## src/rtl/seq_initiator.sv

```systemverilog
// seq_initiator: two-step strobe handshake initiator running bursts of sequences against a peer detector
module seq_initiator #(
  parameter int TIMEOUT = 8
) (
  input  logic       i_clk,
  input  logic       i_rst_n,
  input  logic       i_start,
  input  logic [3:0] i_count,
  input  logic       i_peer_a,
  input  logic       i_peer_b,
  output logic       o_sig_1,
  output logic       o_sig_2,
  output logic       o_busy,
  output logic       o_done,
  output logic       o_err,
  output logic [3:0] o_seq_cnt
);
  typedef enum logic [2:0] {IDLE, ARM, FIRE, GAP, DONE} state_t;
  localparam logic [3:0] TMAX = 4'(TIMEOUT - 1);
  state_t     r_state;
  logic [3:0] r_remaining;
  logic [3:0] r_timer;
  logic [3:0] r_seq_cnt;
  logic       r_err;
  // burst sequencing: handshake steps, retry timer, completion count and sticky abort flag
  always_ff @(posedge i_clk or negedge i_rst_n) begin
    if (!i_rst_n) begin
      r_state     <= IDLE;
      r_remaining <= '0;
      r_timer     <= '0;
      r_seq_cnt   <= '0;
      r_err       <= 1'b0;
    end else begin
      case (r_state)
        IDLE: if (i_start) begin
          r_state     <= (i_count != 4'd0) ? ARM : DONE;
          r_remaining <= i_count;
          r_timer     <= '0;
          r_seq_cnt   <= '0;
          r_err       <= 1'b0;
        end
        ARM: if (i_peer_a) r_state <= FIRE;
        else if (r_timer == TMAX) begin
          r_state <= DONE;
          r_err   <= 1'b1;
        end else r_timer <= r_timer + 4'd1;
        FIRE: if (i_peer_b) begin
          r_state     <= GAP;
          r_seq_cnt   <= r_seq_cnt + 4'd1;
          r_remaining <= r_remaining - 4'd1;
        end else begin
          r_state <= DONE;
          r_err   <= 1'b1;
        end
        GAP: begin
          r_state <= (r_remaining != 4'd0) ? ARM : DONE;
          r_timer <= '0;
        end
        DONE:    r_state <= IDLE;
        default: r_state <= IDLE;
      endcase
    end
  end
  assign o_sig_1   = (r_state == ARM);
  assign o_sig_2   = (r_state == FIRE);
  assign o_busy    = (r_state == ARM) || (r_state == FIRE) || (r_state == GAP) || (r_state == DONE);
  assign o_done    = (r_state == DONE);
  assign o_err     = r_err;
  assign o_seq_cnt = r_seq_cnt;
endmodule

```

## config.mk

```make
export PLATFORM = sky130hd
export DESIGN_NAME = seq_initiator
export DESIGN_NICKNAME = d
export VERILOG_FILES = /design/src/rtl/seq_initiator.sv
export SDC_FILE = /design/constraint.sdc
export NUM_CORES = 1
export LEC_CHECK = 0
export CORE_MARGIN = 10
export CORE_UTILIZATION = 30
export CTS_CLUSTER_DIAMETER = 150
export DETAILED_ROUTE_END_ITERATION = 16
export PLACE_DENSITY_LB_ADDON = 0.05
export REMOVE_ABC_BUFFERS = 1
export SYNTH_ARGS = -nofsm -noshare
export SYNTH_HDL_FRONTEND = slang
export SYNTH_SLANG_ARGS = --single-unit
```

## constraint.sdc

```tcl
create_clock -name i_clk -period 2.3 [get_ports i_clk]
set_input_delay 0.46 -clock i_clk [delete_from_list [all_inputs] [get_ports i_clk]]
set_output_delay 0.46 -clock i_clk [all_outputs]
set_load 0.1 [all_outputs]
```

== Word level (Yosys, flattened, before mapping) ==
Index checks and enable logic that the tools add are counted.

* Register bits after elaboration: 16
* Input port bits: 9
* Output and inout port bits: 9
* Logic and storage cells: 54

* Add/subtract/negate cells: 3
* Equal/unequal tests: 12
* Muxes and demuxes: 21
* Reductions and logical operators: 13

{| class="wikitable"
|+ Operator list
! operator !! count
|-
| two-way mux 4 bit || 6
|-
| two-way mux 3 bit || 6
|-
| case mux 4 bit (2 select lines) || 2
|-
| case mux 3 bit (4 select lines) || 1
|-
| case mux 4 bit (3 select lines) || 1
|-
| != test 2 bit, second input constant || 5
|-
| adder 4 x 1 -> 4 bit, second input constant || 2
|-
| nonzero test 4 bit || 2
|-
| == test 3 x 2 -> 1 bit, second input constant || 2
|-
| nonzero test 3 bit || 2
|-
| AND reduction 5 bit || 1
|-
| == test 4 x 3 -> 1 bit, second input constant || 1
|-
| two-way mux 1 bit || 4
|-
| AND reduction 4 bit || 1
|-
| subtractor 4 x 1 -> 4 bit, second input constant || 1
|-
| == test 3 x 1 -> 1 bit, second input constant || 1
|-
| == test 3 bit, second input constant || 1
|-
| logical NOT 3 bit || 1
|-
| logical OR 1 bit || 3
|-
| != test 3 x 2 -> 1 bit, second input constant || 1
|-
| case mux 1 bit (3 select lines) || 1
|-
| AND reduction 3 bit || 1
|-
| != test 2 x 1 -> 1 bit, second input constant || 1
|-
| AND reduction 2 bit || 1
|-
| nonzero test 2 bit || 1
|}

== Longest topological paths before layout ==
* Word-level depth: 4
* Depth in mapped cells: 6
* Depth with buffers taken out: 5

== Worst setup path after synthesis ==
No wires, ideal clock.

* Path kind: reg2out
* Start point: register r_state[1]
* End point: output o_done
* Arrival: 2.765 ns
* Required time: 1.840 ns
* Path slack: -0.925 ns
* Cell stages (with the launch flop): 4
* Path buffers: 2
* Cell sequence: dfrtp_1 > buf_2 > clkbuf_1 > nor3_1

* Word-level cells in the longest chain between the ends: 1

{| class="wikitable"
|+ RTL lines
! item !! RTL line !! RTL
|-
| from (decl) || 20 || <nowiki>state_t r_state;</nowiki>
|-
| from (signal assigned) || 36 || <nowiki>r_state <= (i_count != 4'd0) ? ARM : DONE;</nowiki>
|-
| from (signal assigned) || 56 || <nowiki>r_state <= (r_remaining != 4'd0) ? ARM : DONE;</nowiki>
|-
| == test 3 bit || 67 || <nowiki>assign o_done = (r_state == DONE);</nowiki>
|-
| to (decl) || 14 || <nowiki>output logic o_done,</nowiki>
|}

No other way between the ends.

== Worst setup path after layout ==
* Start point: register r_state[1]
* End point: output o_busy

* Word-level cells in the longest chain between the ends: 4
* Elaborated cells on any way between the ends: 7
* Those cells by class: eq/ne: 4; reduce/logical: 3

{| class="wikitable"
|+ RTL lines
! item !! RTL line !! RTL
|-
| == test 3 x 1 -> 1 bit / == test 3 x 2 -> 1 bit (equally long branches) || 66 || <nowiki>assign o_busy = (r_state == ARM) || (r_state == FIRE) || (r_state == GAP) || (r_state == DONE);</nowiki>
|-
| logical OR 1 bit (2 in series) || 66 ||
|-
| logical OR 1 bit * || 66 ||
|-
| to (decl) || 13 || <nowiki>output logic o_busy,</nowiki>
|}

Mark *: on every way between the ends. The rest lies on a longest branch, timed or not.

==> metrics.md <==
| Metric | Value |
|---|---|
| I/O Buffers | `17` |
| Overall routing resource usage | `roughly 8.4%` |
| Least-Margin Pin Slew | `0.511 ns` |
| Die Width | `79.8 um` |
| Distinct cells, synth | `46` |
| Sw Ratio | `between 50% and 60%` |
| First-pass GRT wire length | `approximately 4400 um` |
| Clock Latency Late Sink | `about 0.29 ns` |
| Top Family by Delay on Critical Path | `flip-flops` |
| Post-synth ARST share | `100%` |
| Post-route DRC violation count | `0` |
| Type of origin of the critical path | `flop` |
| Syn. warnings | `0` |
| Number of synthesized register bits | `16` |
| Worst Path Arrival | `1.64 ns` |
| WL final | `approximately 2500 um` |
| Power share of the combinational group | `approximately 64%` |
| Crit Path Max Fanout | `14` |
| Final Critical Period | `2.10 ns` |
| RD Place Congestion | `~0.8` |
| P_sw | `1.13 mW` |
| Reg2Reg Setup Slack | `0.54 ns` |
| Max incr delay on CP | `a little under 0.7 ns` |
| Worst Path Required | `about 1.8 ns` |
| Pins Over Slew Limit | `0` |
| PostCTS Resize Cnt | `0` |
| Ys flop type | `dfrtp_1` |
| CTS tree | `yes` |
| Worst R2R Start | `r_timer[0]` |
| Clock Power Share | `approximately 9%` |
| Most frequent cells in the layout | `16 x dfrtp_1, 15 x nor2_1, 10 x buf_4, 8 x nand2_1, 8 x clkdlybuf4s50_1` |
| Vias per cell | `between 5 and 6` |
| Initial Util | `a little under a third` |
| Post-route ant nets | `0` |
| Pin count of the biggest net entering global routing | `17` |
| Overall die height | `79.8 um` |
| Drt pass-1 iters | `4` |
| Antenna violations before repair | `0` |
| H-tree Lvls | `1` |
| Bufs and invs on worst path | `1` |
| Via count | `a little over 900` |
| Maximum clock path buffer count | `2` |
| Row cnt | `21` |
| Vias in the first global route | `slightly above 900` |
| Fin area | `roughly 1400 um^2` |
| Clock sink count | `16` |
| WL/cell | `roughly 14 um` |
| Fin Setup TNS | `0 ns` |
| Layout cells sized above 1 | `between 10% and 20%` |
| Post-DP Area | `around 1300 um^2` |
| Worst path cell trace | `nor2_1 -> xnor2_1 -> buf_12` |
| Maximum VDD drop | `0.000563 V` |
| Share of power burned in registers | `a little over a quarter` |
| Pwr/cell area | `approximately 1600 nW/um^2` |
| Hold Path Class | `in -> async` |
| Gr ovfl total | `0` |
| Critical path class | `reg -> out` |
| Postcts setup bufs | `0` |
| Fin crit share | `approximately nine tenths` |
| Syn Inst Count | `119` |
| Max-cap check violation count | `0` |
| Syn_area_per_cell | `between 9 and 10 um^2` |
| Die Area | `between 6000 and 7000 um^2` |
| Hold buffer count at cts | `0` |
| Final Setup Violations | `0` |
| Fin. Hold Viols | `0` |
| Reg2reg end | `r_timer[1]` |
| Crit-path slowest cell | `dfrtp_1` |
| Sequential fraction of the synthesis area | `around 37%` |
| Cts bufs inserted | `3` |
| Crit end category | `primary output` |
| Final net count | `151` |
| CTS Root Cell | `clkbuf_4` |
| # fillers | `about 350` |
| Most common cell after layout, fill and taps aside | `dfrtp_1` |
| Synthesis-to-finish area growth | `26.1%` |
| Core area | `~3400 um^2` |
| Post-DP HPWL | `1930 um` |
| Achievable frequency | `476 MHz` |
| Int Pwr | `1.02 mW` |
| Post-synth EDFFs | `0` |
| Mapped Area | `between 1000 and 1500 um^2` |
| Worst reg2reg path depth | `5` |
| Max transition margin | `65.9%` |
| Status | `completed` |
| Final setup skew | `between 0.003 and 0.004 ns` |
| Pleak | `0.590 nW` |
| Top Ports | `18` |
| Unrepaired setup endpoints after global routing | `no` |
| Number of DRC markers in iteration 0 | `26` |
| Worst-path clk slew | `around 0.11 ns` |
| Ant. Diodes | `0` |
[synthesized netlist by cell type, types with 3 or more instances]
| cell type | count | area share [%] |
|---|---|---|
| dfrtp_1 | 16 | 37 |
| nor2_1 | 15 | 5.2 |
| nand2_1 | 8 | 2.8 |
| o21ai_0 | 7 | 3.3 |
| inv_1 | 6 | 2.1 |
| nor3_1 | 6 | 2.8 |
| nand3_1 | 5 | 2.3 |
| a21oi_1 | 3 | 1.4 |
| buf_2 | 3 | 1.4 |
| ha_1 | 3 | 3.5 |
| mux2i_1 | 3 | 2.8 |
| nand3b_1 | 3 | 2.1 |
| nor2b_1 | 3 | 1.7 |
[worst register-to-register path, stage by stage (launching register included)]
cell	delay (ns)
dfrtp_1	0.44
ha_1	0.26
and3b_1	0.24
or3_1	0.44
mux2i_1	0.18
o21ai_1	0.07
[layout make-up]
class                           count  area, um^2  share of cell area [%]
Tap cell                           46        57.6                    4.25
Multi-Input combinational cell     90         602                    44.5
Timing Repair Buffer               22         235                    17.4
Inverter                            6        22.5                    1.66
Sequential cell                    16         400                    29.6
Clock buffer                        4        36.3                    2.68
[routing by layer]
layer | vias to the layer above | global-route usage, % | part of all wire [%]
li1 | 466 | - | -
met1 | 449 | 9.87 | 47
met2 | 17 | 13.8 | 47
met3 | 2 | 3.27 | 4.9
met4 | 0 | 2.11 | 0.75
met5 | - | 0 | 0
[cells by family (layout without fill, tap and decap cells)]
| group | Yosys count | in the layout | synth area share [%] |
|---|---|---|---|
| XOR/XNOR | 3 | 3 | 2.45 |
| buffers and inverters | 13 | 32 | 6.64 |
| flip-flops | 16 | 16 | 37.3 |
| AO/OA/AOI/OAI | 26 | 26 | 17.3 |
| adder cells (fa/ha/maj) | 3 | 3 | 3.50 |
| multiplexers | 4 | 4 | 4.20 |
| AND/OR/NAND/NOR | 54 | 54 | 28.7 |
[per-stage QoR]
step	utilization, %	cells	hold slack (ns)	setup slack (ns)	total power [mW]
3_5_place_dp	38.9	180	0.492	0.262	1.97
6_report	39.9	184	0.477	0.198	2.15
4_1_cts	39.9	184	0.476	0.174	2.17
2_1_floorplan	-	112	0.164	-0.890	1.54
3_3_place_gp	38.9	180	0.480	0.318	1.98
5_1_grt	39.9	184	0.466	0.101	2.31
[sequential cells by signal (all words and copies together), names as in the netlist]
| name | cells |
|---|---|
| o_seq_cnt | 4 |
| r_remaining | 4 |
| r_timer | 4 |
| r_state | 3 |
| o_err | 1 |
[power groups by stage]
stage / clock network (mW) / registers, mW / logic (mW)
final: 0.198 / 0.575 / 1.38
after global routing: 0.220 / 0.599 / 1.49
after CTS: 0.205 / 0.573 / 1.39
after detailed placement: 0 / 0.580 / 1.39
after global placement: 0 / 0.582 / 1.39
after floorplan: 0 / 0.719 / 0.820
[worst max-delay path by stage]
stage	from	to	slack (ns)	cells after the start
2_1_floorplan	r_state[1]	o_done	-0.89	1
3_3_place_gp	i_start	r_timer[1]	0.32	5
3_5_place_dp	i_start	r_timer[1]	0.26	5
4_1_cts	r_state[1]	o_busy	0.17	3
5_1_grt	r_state[1]	o_busy	0.10	3
6_report	r_state[1]	o_busy	0.20	3
Power figures use the tool's default switching activity.
